===== src/rtl/ins_pkg.sv =====
// Shared widths, FSM encoding and opcode constants for the instruction fetch slice.
package ins_pkg;

  localparam int ADDR_W  = 8;
  localparam int INS_W   = 16;
  localparam int OPC_W   = 4;
  localparam int TMO_CYC = 15;

  typedef enum logic [1:0] {
    IDLE = 2'b00,
    REQ  = 2'b01,
    WAIT = 2'b10,
    HOLD = 2'b11
  } fetch_state_t;

  localparam logic [OPC_W-1:0] OPC_NOP = 4'h0;
  localparam logic [OPC_W-1:0] OPC_LDA = 4'h1;
  localparam logic [OPC_W-1:0] OPC_ADD = 4'h2;
  localparam logic [OPC_W-1:0] OPC_SUB = 4'h3;
  localparam logic [OPC_W-1:0] OPC_STA = 4'h4;
  localparam logic [OPC_W-1:0] OPC_JMP = 4'h5;
  localparam logic [OPC_W-1:0] OPC_HLT = 4'hF;

  function automatic logic [OPC_W-1:0] opc_of(input logic [INS_W-1:0] ins);
    return ins[INS_W-1 -: OPC_W];
  endfunction

endpackage


===== src/rtl/ins_fetch_if.sv =====
// Instruction memory read port: one-cycle request, data returned with a one-cycle rvalid pulse.
interface ins_fetch_if;

  logic                       imem_req;
  logic [ins_pkg::ADDR_W-1:0] imem_addr;
  logic [ins_pkg::INS_W-1:0]  imem_rdata;
  logic                       imem_rvalid;

  modport master (
    output imem_req,
    output imem_addr,
    input  imem_rdata,
    input  imem_rvalid
  );

  modport slave (
    input  imem_req,
    input  imem_addr,
    output imem_rdata,
    output imem_rvalid
  );

endinterface


===== src/rtl/ins_fetch_tmo.sv =====
// Wait-state counter for the fetch WAIT state; hit is raised on the last allowed wait cycle.
// Only instantiated when IF_TIMEOUT_EN is defined.
module ins_fetch_tmo #(
  parameter int TMO_CYC = ins_pkg::TMO_CYC
) (
  input  logic clk,
  input  logic reset,
  input  logic clr,
  input  logic run,
  output logic hit
);

  logic [3:0] cnt;

  assign hit = run && (cnt == 4'(TMO_CYC - 1));

  always_ff @(posedge clk or negedge reset) begin
    if (!reset) begin
      cnt <= '0;
    end else if (clr) begin
      cnt <= '0;
    end else if (run && !hit) begin
      cnt <= cnt + 4'd1;
    end
  end

endmodule


===== src/rtl/ins_fetch.sv =====
// Instruction fetch stage: IDLE->REQ->WAIT->HOLD, latches the memory word into IR and pulses pc_adv.
// Optional wait-state timeout under macro IF_TIMEOUT_EN (fetch_err sticky, IR forced to NOP).
module ins_fetch
  import ins_pkg::*;
(
  input  logic                   clk,
  input  logic                   reset,
  input  logic                   enable,
  input  logic [ADDR_W-1:0]      ins_address,
  ins_fetch_if.master            imem,
  output logic [INS_W-1:0]       ir,
  output logic [OPC_W-1:0]       opcode,
  output logic [INS_W-OPC_W-1:0] operand,
  output logic                   ir_valid,
  input  logic                   ir_ack,
  output logic                   pc_adv,
  output logic                   fetch_err
);

  fetch_state_t state;
  logic         start;
  logic         rd_take;
  logic         tmo_hit;
  logic         tmo_take;

  assign opcode  = opc_of(ir);
  assign operand = ir[INS_W-OPC_W-1:0];

  assign start   = (state == IDLE) && enable && !ir_valid;
  // A response arriving while the request is still on the bus is accepted the same as in WAIT.
  assign rd_take = imem.imem_rvalid && ((state == REQ) || (state == WAIT));

`ifdef IF_TIMEOUT_EN
  ins_fetch_tmo #(.TMO_CYC(TMO_CYC)) u_tmo (
    .clk   (clk),
    .reset (reset),
    .clr   (start),
    .run   (state == WAIT),
    .hit   (tmo_hit)
  );

  always_ff @(posedge clk or negedge reset) begin
    if (!reset) begin
      fetch_err <= 1'b0;
    end else if (tmo_take) begin
      fetch_err <= 1'b1;
    end
  end
`else
  assign tmo_hit   = 1'b0;
  assign fetch_err = 1'b0;
`endif

  assign tmo_take = (state == WAIT) && !imem.imem_rvalid && tmo_hit;

  always_ff @(posedge clk or negedge reset) begin
    if (!reset) begin
      state          <= IDLE;
      imem.imem_req  <= 1'b0;
      imem.imem_addr <= '0;
      ir             <= '0;
      ir_valid       <= 1'b0;
      pc_adv         <= 1'b0;
    end else begin
      pc_adv <= 1'b0;
      case (state)
        IDLE: begin
          if (start) begin
            imem.imem_addr <= ins_address;
            imem.imem_req  <= 1'b1;
            state          <= REQ;
          end
        end
        REQ: begin
          imem.imem_req <= 1'b0;
          if (rd_take) begin
            ir       <= imem.imem_rdata;
            ir_valid <= 1'b1;
            pc_adv   <= 1'b1;
            state    <= HOLD;
          end else begin
            state <= WAIT;
          end
        end
        WAIT: begin
          if (rd_take) begin
            ir       <= imem.imem_rdata;
            ir_valid <= 1'b1;
            pc_adv   <= 1'b1;
            state    <= HOLD;
          end else if (tmo_take) begin
            // Timed-out fetch hands the control unit a NOP without advancing the PC.
            ir       <= {OPC_NOP, {(INS_W-OPC_W){1'b0}}};
            ir_valid <= 1'b1;
            state    <= HOLD;
          end
        end
        HOLD: begin
          if (ir_ack) begin
            ir_valid <= 1'b0;
            state    <= IDLE;
          end
        end
        default: state <= IDLE;
      endcase
    end
  end

endmodule


===== src/flat_wrapper.sv =====
// flat-port wrapper written by rule: the top's interface ports become plain ports
module ins_fetch_flat import ins_pkg::*;
  (clk, reset, enable, ins_address, ir, opcode, operand, ir_valid, ir_ack, pc_adv, fetch_err, imem_imem_req, imem_imem_addr, imem_imem_rdata, imem_imem_rvalid);
  ins_fetch_if imem_i ();
  input  logic clk;
  input  logic reset;
  input  logic enable;
  input  logic [ADDR_W-1:0] ins_address;
  output logic [INS_W-1:0] ir;
  output logic [OPC_W-1:0] opcode;
  output logic [INS_W-OPC_W-1:0] operand;
  output logic ir_valid;
  input  logic ir_ack;
  output logic pc_adv;
  output logic fetch_err;
  output wire logic [$bits(imem_i.imem_req)-1:0] imem_imem_req;
  output wire logic [$bits(imem_i.imem_addr)-1:0] imem_imem_addr;
  input wire logic [$bits(imem_i.imem_rdata)-1:0] imem_imem_rdata;
  input wire logic [$bits(imem_i.imem_rvalid)-1:0] imem_imem_rvalid;
  assign imem_imem_req = imem_i.imem_req;
  assign imem_imem_addr = imem_i.imem_addr;
  assign imem_i.imem_rdata = imem_imem_rdata;
  assign imem_i.imem_rvalid = imem_imem_rvalid;
  ins_fetch u_core (.clk(clk), .reset(reset), .enable(enable), .ins_address(ins_address), .imem(imem_i), .ir(ir), .opcode(opcode), .operand(operand), .ir_valid(ir_valid), .ir_ack(ir_ack), .pc_adv(pc_adv), .fetch_err(fetch_err));
endmodule

===== config.mk =====
export PLATFORM = sky130hd
export DESIGN_NAME = ins_fetch_flat
export DESIGN_NICKNAME = d
export VERILOG_FILES = /design/src/rtl/ins_pkg.sv /design/src/rtl/ins_fetch_if.sv /design/src/rtl/ins_fetch_tmo.sv /design/src/rtl/ins_fetch.sv /design/src/flat_wrapper.sv
export SDC_FILE = /design/constraint.sdc
export NUM_CORES = 1
export LEC_CHECK = 0
export CORE_ASPECT_RATIO = 0.5
export CORE_UTILIZATION = 35
export DETAILED_ROUTE_END_ITERATION = 7
export GPL_ROUTABILITY_DRIVEN = 1
export PLACE_DENSITY = 0.74
export SLEW_MARGIN = 10
export SYNTH_ARGS = -nofsm -noshare
export SYNTH_HDL_FRONTEND = slang
export SYNTH_SLANG_ARGS = --single-unit

===== constraint.sdc =====
create_clock -name clk -period 2.5 [get_ports clk]
set_clock_uncertainty 0.1 [all_clocks]
set_input_delay 0.625 -clock clk [delete_from_list [all_inputs] [get_ports clk]]
set_output_delay 0.625 -clock clk [all_outputs]
set_load 0.02 [all_outputs]

; Yosys cells after proc, flatten, opt, wreduce, memory -nomap -nowiden
; Cells that the tools add are included.
[totals]
mem_bits_rw = 0
inputBits = 29
register_bits = 29
n_memories = 0
rom_bits = 0
elab_cells = 39
latch_bits = 0
[op_classes]
n_lt_le_gt_ge = 0
eq_ne = 7
n_shift = 0
n_mux = 12
reduce_logical = 14
n_addsub = 0
multipliers = 0
div_mod_pow = 0
bitwise_logic = 0
[op_table]
columns = operator, n
row1 = 2-bit case mux with 4 select lines, 1
row2 = 1-bit two-way mux, 6
row3 = 2-bit two-way mux, 3
row4 = "2-bit by 1-bit != test with 1-bit output, second input constant", 3
row5 = 2-bit AND reduction, 3
row6 = 3-bit AND reduction, 2
row7 = "2-bit equality test, second input constant", 2
row8 = 1-bit case mux with 2 select lines, 2
row9 = 2-bit nonzero test, 2
row10 = 1-bit logical AND, 3
row11 = "2-bit by 1-bit equality test with 1-bit output, second input constant", 1
row12 = 2-bit logical NOT, 1
row13 = "2-bit != test, second input constant", 1
row14 = 2-bit OR reduction, 1
row15 = 1-bit logical NOT, 1
row16 = 1-bit logical OR, 1

; Longest topological paths before layout
; Gate-level depths: netlist of the first run.
[depth]
ltp_word = 5
mapped_depth = 6
depth_no_buf = 5

; Worst setup path before layout of the first run
; OpenSTA, ideal clock, no wires.
[synth_path]
path_kind = register to register
from = register u_core.state[0]
to = register u_core.ir[10]
required_time_ns = 2.275
setup_slack_ns = 0.743
path_stages_with_launch = 7
setup_time_ns = 0.125
arrival_time_ns = 1.533
path_buffers = 2
path_cell_list = dfrtp_1 > inv_1 > ha_1 > and2_2 > buf_4 > buf_4 > mux2_2
[synth_between]
elab_chain_cells = 4
word_cells_on_any_way = 6
[synth_rtl]
columns = item, line_no
row1 = start: declaration, ins_fetch.sv:20  ; fetch_state_t state;
row2 = start signal: assignment, ins_fetch.sv:58  ; state <= IDLE;
row3 = start signal: assignment, ins_fetch.sv:71  ; state <= REQ;
row4 = start signal: assignment, ins_fetch.sv:80  ; state <= HOLD;
row5 = 2-bit by 1-bit equality test with 1-bit output or 2-bit equality test (tied branches), "ins_fetch.sv:31, ins_fetch.sv:66"
row6 = 1-bit logical OR, ins_fetch.sv:31  ; assign rd_take = imem.imem_rvalid && ((state == REQ) || (state == WAIT));
row7 = 1-bit logical AND, ins_fetch.sv:31
row8 = 2-bit AND reduction (no source line) (*), -
row9 = end signal: assignment, ins_fetch.sv:77  ; ir <= imem.imem_rdata;
row10 = end signal: assignment, ins_fetch.sv:87  ; ir <= imem.imem_rdata;
row11 = end signal: assignment, ins_fetch.sv:93  ; ir <= {OPC_NOP, {(INS_W-OPC_W){1'b0}}};
row12 = end: declaration, ins_fetch.sv:11  ; output logic [INS_W-1:0] ir,
; Mark *: on every way between the ends. The rest lies on a longest branch, timed or not.
; A chain may end at the register's enable or synchronous reset.

; Worst setup path in the final report of the first run
[layout_path]
from = register u_core.ir_valid
to = output port ir_valid
[layout_rtl]
columns = item, line_no
row1 = start: declaration, ins_fetch.sv:14  ; output logic ir_valid,
row2 = start signal: assignment, ins_fetch.sv:62  ; ir_valid <= 1'b0;
row3 = start signal: assignment, ins_fetch.sv:78  ; ir_valid <= 1'b1;
row4 = start signal: assignment, ins_fetch.sv:88  ; ir_valid <= 1'b1;
row5 = end: declaration, flat_wrapper.sv:12  ; output logic ir_valid;
; No word-level cell between the ends.

==> results of run 1 <==
sequential cells by signal, indices dropped and copies added (netlist names):
signal	count
u_core.pc_adv	1
u_core.imem.imem_addr	8
u_core.state	2
u_core.imem.imem_req	1
u_core.ir_valid	1
u_core.ir	16
worst paths after layout:
kind	from	slack, ns	depth (start not counted)	endpoint
worst max-delay path	u_core.ir_valid	0.49	1	ir_valid
worst min-delay path	u_core.imem.imem_addr[2]	0.41	1	u_core.imem.imem_addr[2]
worst max register to register	u_core.state[0]	0.55	5	u_core.state[0]
worst min register to register	u_core.imem.imem_addr[2]	0.41	1	u_core.imem.imem_addr[2]
max in group asynchronous	reset	1.40	2	u_core.imem.imem_addr[3]
min in group asynchronous	reset	0.63	2	u_core.ir[10]
final cells by class:
cell class	count	area [µm²]	share of cell area, %
clock buffer	8	80.1	3.90
inverter	5	18.8	0.913
multi-input combinational	44	449	21.9
sequential	29	726	35.3
tap	51	63.8	3.10
timing repair buffer	72	718	34.9
metal layers:
metal / up-vias / wire length [µm]
met5: - / 0
met4: 0 / 45
met3: 4 / 122
met2: 25 / 1420
met1: 449 / 1110
li1: 430 / -
metrics by stage:
| stage | cell area (µm²) | std cells | worst slack, ns | hold slack (ns) | power, mW |
|---|---|---|---|---|---|
| 2_1_floorplan | 1340 | 97 | 0.743 | 0.229 | 1.98 |
| 3_3_place_gp | 1980 | 201 | 0.299 | 0.389 | 2.58 |
| 3_5_place_dp | 1980 | 201 | 0.265 | 0.398 | 2.63 |
| 4_1_cts | 2060 | 209 | 0.481 | 0.413 | 3.00 |
| 5_1_grt | 2060 | 209 | 0.413 | 0.436 | 3.15 |
| 6_report | 2060 | 209 | 0.488 | 0.411 | 2.96 |
cells in the final DEF (no fill, tap or decap), drive strengths merged:
| master | Yosys | layout |
|---|---|---|
| clkdlybuf4s50 | 0 | 71 |
| dfrtp | 29 | 29 |
| mux2 | 25 | 25 |
| clkbuf | 0 | 8 |
| inv | 5 | 5 |
| ha | 5 | 5 |
| mux2i | 2 | 2 |
| and2 | 1 | 1 |
| nand3b | 1 | 1 |
| or2b | 1 | 1 |
| o21ai | 1 | 1 |
| nand2 | 1 | 1 |
| a22o | 1 | 1 |
| nand2b | 1 | 1 |
| a222oi | 1 | 1 |
| o2bb2ai | 1 | 1 |
| nor2b | 1 | 1 |
| a311oi | 1 | 1 |
| conb | 1 | 1 |
| buf | 19 | 1 |
kinds of logic (layout without fill, tap and decap cells):
kind of cell / after synthesis / count (layout) / synth area share (%)
simple gates: 6 / 6 / 3.00
fa+ha+maj: 5 / 5 / 4.68
flops: 29 / 29 / 54.3
buf+inv: 24 / 85 / 12.1
other cells: 1 / 1 / 0.281
compound gates: 5 / 5 / 3.09
mux: 27 / 27 / 22.6
Yosys cell counts, drive strengths merged:
master	instances	area share, %
dfrtp	29	54
mux2	25	21
buf	19	11
ha	5	4.7
inv	5	1.4
mux2i	2	1.5
a222oi	1	0.75
a22o	1	0.66
a311oi	1	0.66
and2	1	0.56
conb	1	0.28
nand2	1	0.28
nand2b	1	0.47
nand3b	1	0.56
nor2b	1	0.47
o21ai	1	0.37
o2bb2ai	1	0.66
or2b	1	0.66
where the power goes:
part / total, mW / switching, mW / internal, mW
logic: 1.73 / 0.805 / 0.926
clock network: 0.362 / 0.165 / 0.197
registers: 0.868 / 0.157 / 0.711
total: 2.96 / 1.13 / 1.83
==> metrics.yaml, run 1 <==
period_share_pct: 80.5
hp-class: "reg2reg"
worstPathMaxFanout: 5
die_x_um: 89.4
worstPathCellList: "clkdlybuf4s50_1"
crit_slowest_cell: "clkdlybuf4s50_1"
path_buf_inv: 1
cts.sinks: 29
hold_violations: 0
place.gp.congestion: 0.729
grt_pass1_wl_um: 4150
die_area_um2: 4080
via_count: 908
grt.busiest_layer: "met2"
endpoint_kind: "primary output"
n_antenna_cell: 0
post-route-util_pct: 58.0
rsz0062_at_grt: "false"
overflow: 0
critPathLaunchType: "flop"
leakage_nw: 0.876
grt_use_met1_pct: 15.8
die_y_um: 45.7
synth_seq_cells: 29
grt.met2_usage_pct: 25.5
start_util_pct: 37.7
critical_path_class: "reg2out"
final_max_slew_viol_count: 0
p_per_area_nw_per_um2: 1440
synth_area_per_cell_um2: 13.8
ir_drop_mv: 0.462
core_um2: 3550
wl_per_cell_um: 12.9
wl_um: 2690
final_net_count: 191
portBuffers: 71
cts_hold_buffers: 0
track_usage_pct: 14.4
grt_start_max_net_pins: 30
cp_top_family: "buffers and inverters"
n_fill_cell: 281
min_period_ns: 2.01
ant_nets: 0
synthCells: 97
critPathRequiredTime_ns: 1.77
dp_hpwl_um: 2060
post_cts_resized: 0
max_freq_ghz: 0.497
syn-cell-area_um2: 1340
setup_violations: 0
yosys_warnings: 0
drt-initial-drc-count: 27
drc_errors: 0
met3_usage_pct: 5.07
clk-insertion-delay-late_ns: 0.27
outcome: "complete, no violations"
post_cts.repair.setup_buffers: 0
grt_pass1_vias: 878
clk_pin_slew_ns: 0.06
yosysSeqAreaShare_pct: 54.3
cts_tree: "yes"
cts_max_path_buffers: 2
pin_count: 73
numCtsBuffers: 5
cts-htree-levels: 2
cts_root_buf: "clkbuf_8"
synth_fp_nets: 131
fin_setup_tns_ns: 0
final_layout_size_suffix_gt1_share_pct: 20.3
maxCapViolations: 0
viasPerCell: 4.34
critPathArrivalTime_ns: 1.29
row_count: 15
worst_path_largest_cell_delay_ns: 0.63
yosysUniqueCellTypes: 19
dr.pass1.iters: 4
area_delta_synth_final_pct: 53.8
antenna_found_initial: 0
Power figures use the tool's default switching activity.
==> inputs of run 2 (changes only) <==
==> constraint.sdc (replaced) <==
create_clock -name clk -period 2.04 [get_ports clk]
set_clock_uncertainty 0.1 [all_clocks]
set_input_delay 0.51 -clock clk [delete_from_list [all_inputs] [get_ports clk]]
set_output_delay 0.51 -clock clk [all_outputs]
set_load 0.02 [all_outputs]
==> run 2 against run 1 <==
  * Non-clock buffer count rose by 1
  * Critical path depth did not move
  * Routed wire length rose by 2.1%
  * Largest cell class unchanged
  * Final cell count rose by 0.48%
  * Combinational power rose by 24%
  * Worst setup slack got worse by 0.37 ns
  * Highest routed layer unchanged
  * Clock power rose by 39%
==> metrics.yaml, run 2 (synthesized netlist as in run 1, its figures left out) <==
hold_end: "u_core.imem.imem_addr[7]"
numCtsBuffers: 5
outcome: "complete, no violations"
pin_count: 73
crit-reg2reg-launch: "u_core.state[0]"
hp-start: "u_core.imem.imem_addr[7]"
start_util_pct: 37.7
path_buf_inv: 1
grt_pass1_wl_um: 4250
final_max_slew_viol_count: 0
mostFrequentLayoutCell: "clkdlybuf4s50_1"
regMostFlops: "u_core.ir"
reg2reg_slack_ns: 0.15
core_um2: 3550
max_freq_ghz: 0.519
drc_errors: 0
whs_path_depth: 1
reg2regPathDepth: 4
cp_top_family: "buffers and inverters"
via_count: 916
rsz0062_at_grt: "false"
row_count: 15
largest_reg_flops: 16
crit_slowest_cell: "clkdlybuf4s50_1"
layout_common_cells: "71 x clkdlybuf4s50_1, 29 x dfrtp_1, 24 x mux2_2"
clk_pin_slew_ns: 0.06
hp-class: "reg2reg"
dr.pass1.iters: 4
critPathLaunchType: "flop"
dp_cells: 202
critPathRequiredTime_ns: 1.43
overflow: 0
post_cts_resized: 0
reg.largest.list: "u_core.ir x16, u_core.imem.imem_addr x8, u_core.state x2"
portBuffers: 71
wl_met3_um: 117
rr_endpoint: "u_core.ir[11]"
fin_setup_tns_ns: 0
wl_um: 2750
cts_root_buf: "clkbuf_8"
dp_hpwl_um: 2110
antenna_found_initial: 0
endpoint_kind: "primary output"
final_net_count: 192
leakage_nw: 0.895
wl_per_cell_um: 13.1
n_antenna_cell: 0
hold_violations: 0
clk-insertion-delay-late_ns: 0.27
viasPerCell: 4.36
wl_met2_um: 1550
highest_layer: "met4"
cts_hold_buffers: 0
area_delta_synth_final_pct: 56.0
setup_violations: 0
worstPathMaxFanout: 5
cts_max_path_buffers: 2
maxCapViolations: 0
cts.sinks: 29
worst_path_largest_cell_delay_ns: 0.63
final_layout_size_suffix_gt1_share_pct: 22.6
die_area_um2: 4080
die_x_um: 89.4
cts_tree: "yes"
min_period_ns: 1.93
place.gp.congestion: 0.738
wl_met1_um: 1060
period_share_pct: 94.4
p_per_area_nw_per_um2: 1780
grt_pass1_vias: 957
post_cts.repair.setup_buffers: 0
worstPathCellList: "clkdlybuf4s50_1"
fin_cells: 210
cts-htree-levels: 2
grt_start_max_net_pins: 30
ir_drop_mv: 0.479
die_y_um: 45.7
critPathArrivalTime_ns: 1.32
track_usage_pct: 14.7
drt-initial-drc-count: 7
ant_nets: 0
critical_path_class: "reg2out"
-- run 2: cell type report --
cell class / instances / area (µm²)
flip-flops and latches: 29 / 726
multi-input cells: 44 / 449
repair buffers: 73 / 726
fillers: 283 / 1460
clock buffers: 7 / 96.3
well taps: 51 / 63.8
inverters: 5 / 18.8
clock inverters: 1 / 5.00
-- run 2: worst register-to-register path: stages, from the launching register on --
cell,delay (ns)
dfrtp_1,0.41
inv_1,0.12
ha_1,0.34
and2_2,0.42
mux2_2,0.40
-- run 2: per-layer routing --
metal  vias up  global-route usage [%]
met3         4                    5.07
met5         -                       0
li1        429                       -
met4         0                    5.71
met2        25                    28.9
met1       458                    14.6
-- run 2: per-stage QoR --
stage	area, µm²	setup WS (ns)	hold WS, ns	util [%]	total power, mW
2_1_floorplan	1340	0.283	0.114	-	2.42
3_3_place_gp	1980	-0.000564	0.390	55.9	3.19
3_5_place_dp	1980	-0.0246	0.397	55.9	3.24
4_1_cts	2080	0.107	0.411	58.8	3.77
5_1_grt	2080	0.0325	0.430	58.8	3.95
6_report	2080	0.114	0.405	58.8	3.72
-- run 2: worst max-delay path by stage --
stage	startpoint	to	cells past startpoint
after floorplan	u_core.state[0]	u_core.ir[10]	6
final	u_core.ir_valid	ir_valid	1
after global placement	imem_imem_rvalid	u_core.ir[13]	3
after CTS	u_core.ir_valid	ir_valid	1
after global routing	u_core.state[0]	u_core.ir[12]	4
after detailed placement	imem_imem_rvalid	u_core.state[1]	4
-- run 2: power by group --
| part | switching (mW) | leakage [nW] | internal [mW] |
|---|---|---|---|
| Sequential | 0.199 | 0.344 | 0.871 |
| Clock | 0.199 | 0.0542 | 0.304 |
| Combinational | 0.993 | 0.497 | 1.15 |
==> inputs of run 3 (changes only) <==
--- a/config.mk
+++ b/config.mk
@@ -10,6 +10,7 @@
 export DETAILED_ROUTE_END_ITERATION = 7
 export GPL_ROUTABILITY_DRIVEN = 1
 export PLACE_DENSITY = 0.74
+export SKIP_CTS_REPAIR_TIMING = 1
 export SLEW_MARGIN = 10
 export SYNTH_ARGS = -nofsm -noshare
 export SYNTH_HDL_FRONTEND = slang
==> results of run 3 <==
Final layout, timing and power as in run 2 (identical DEF).
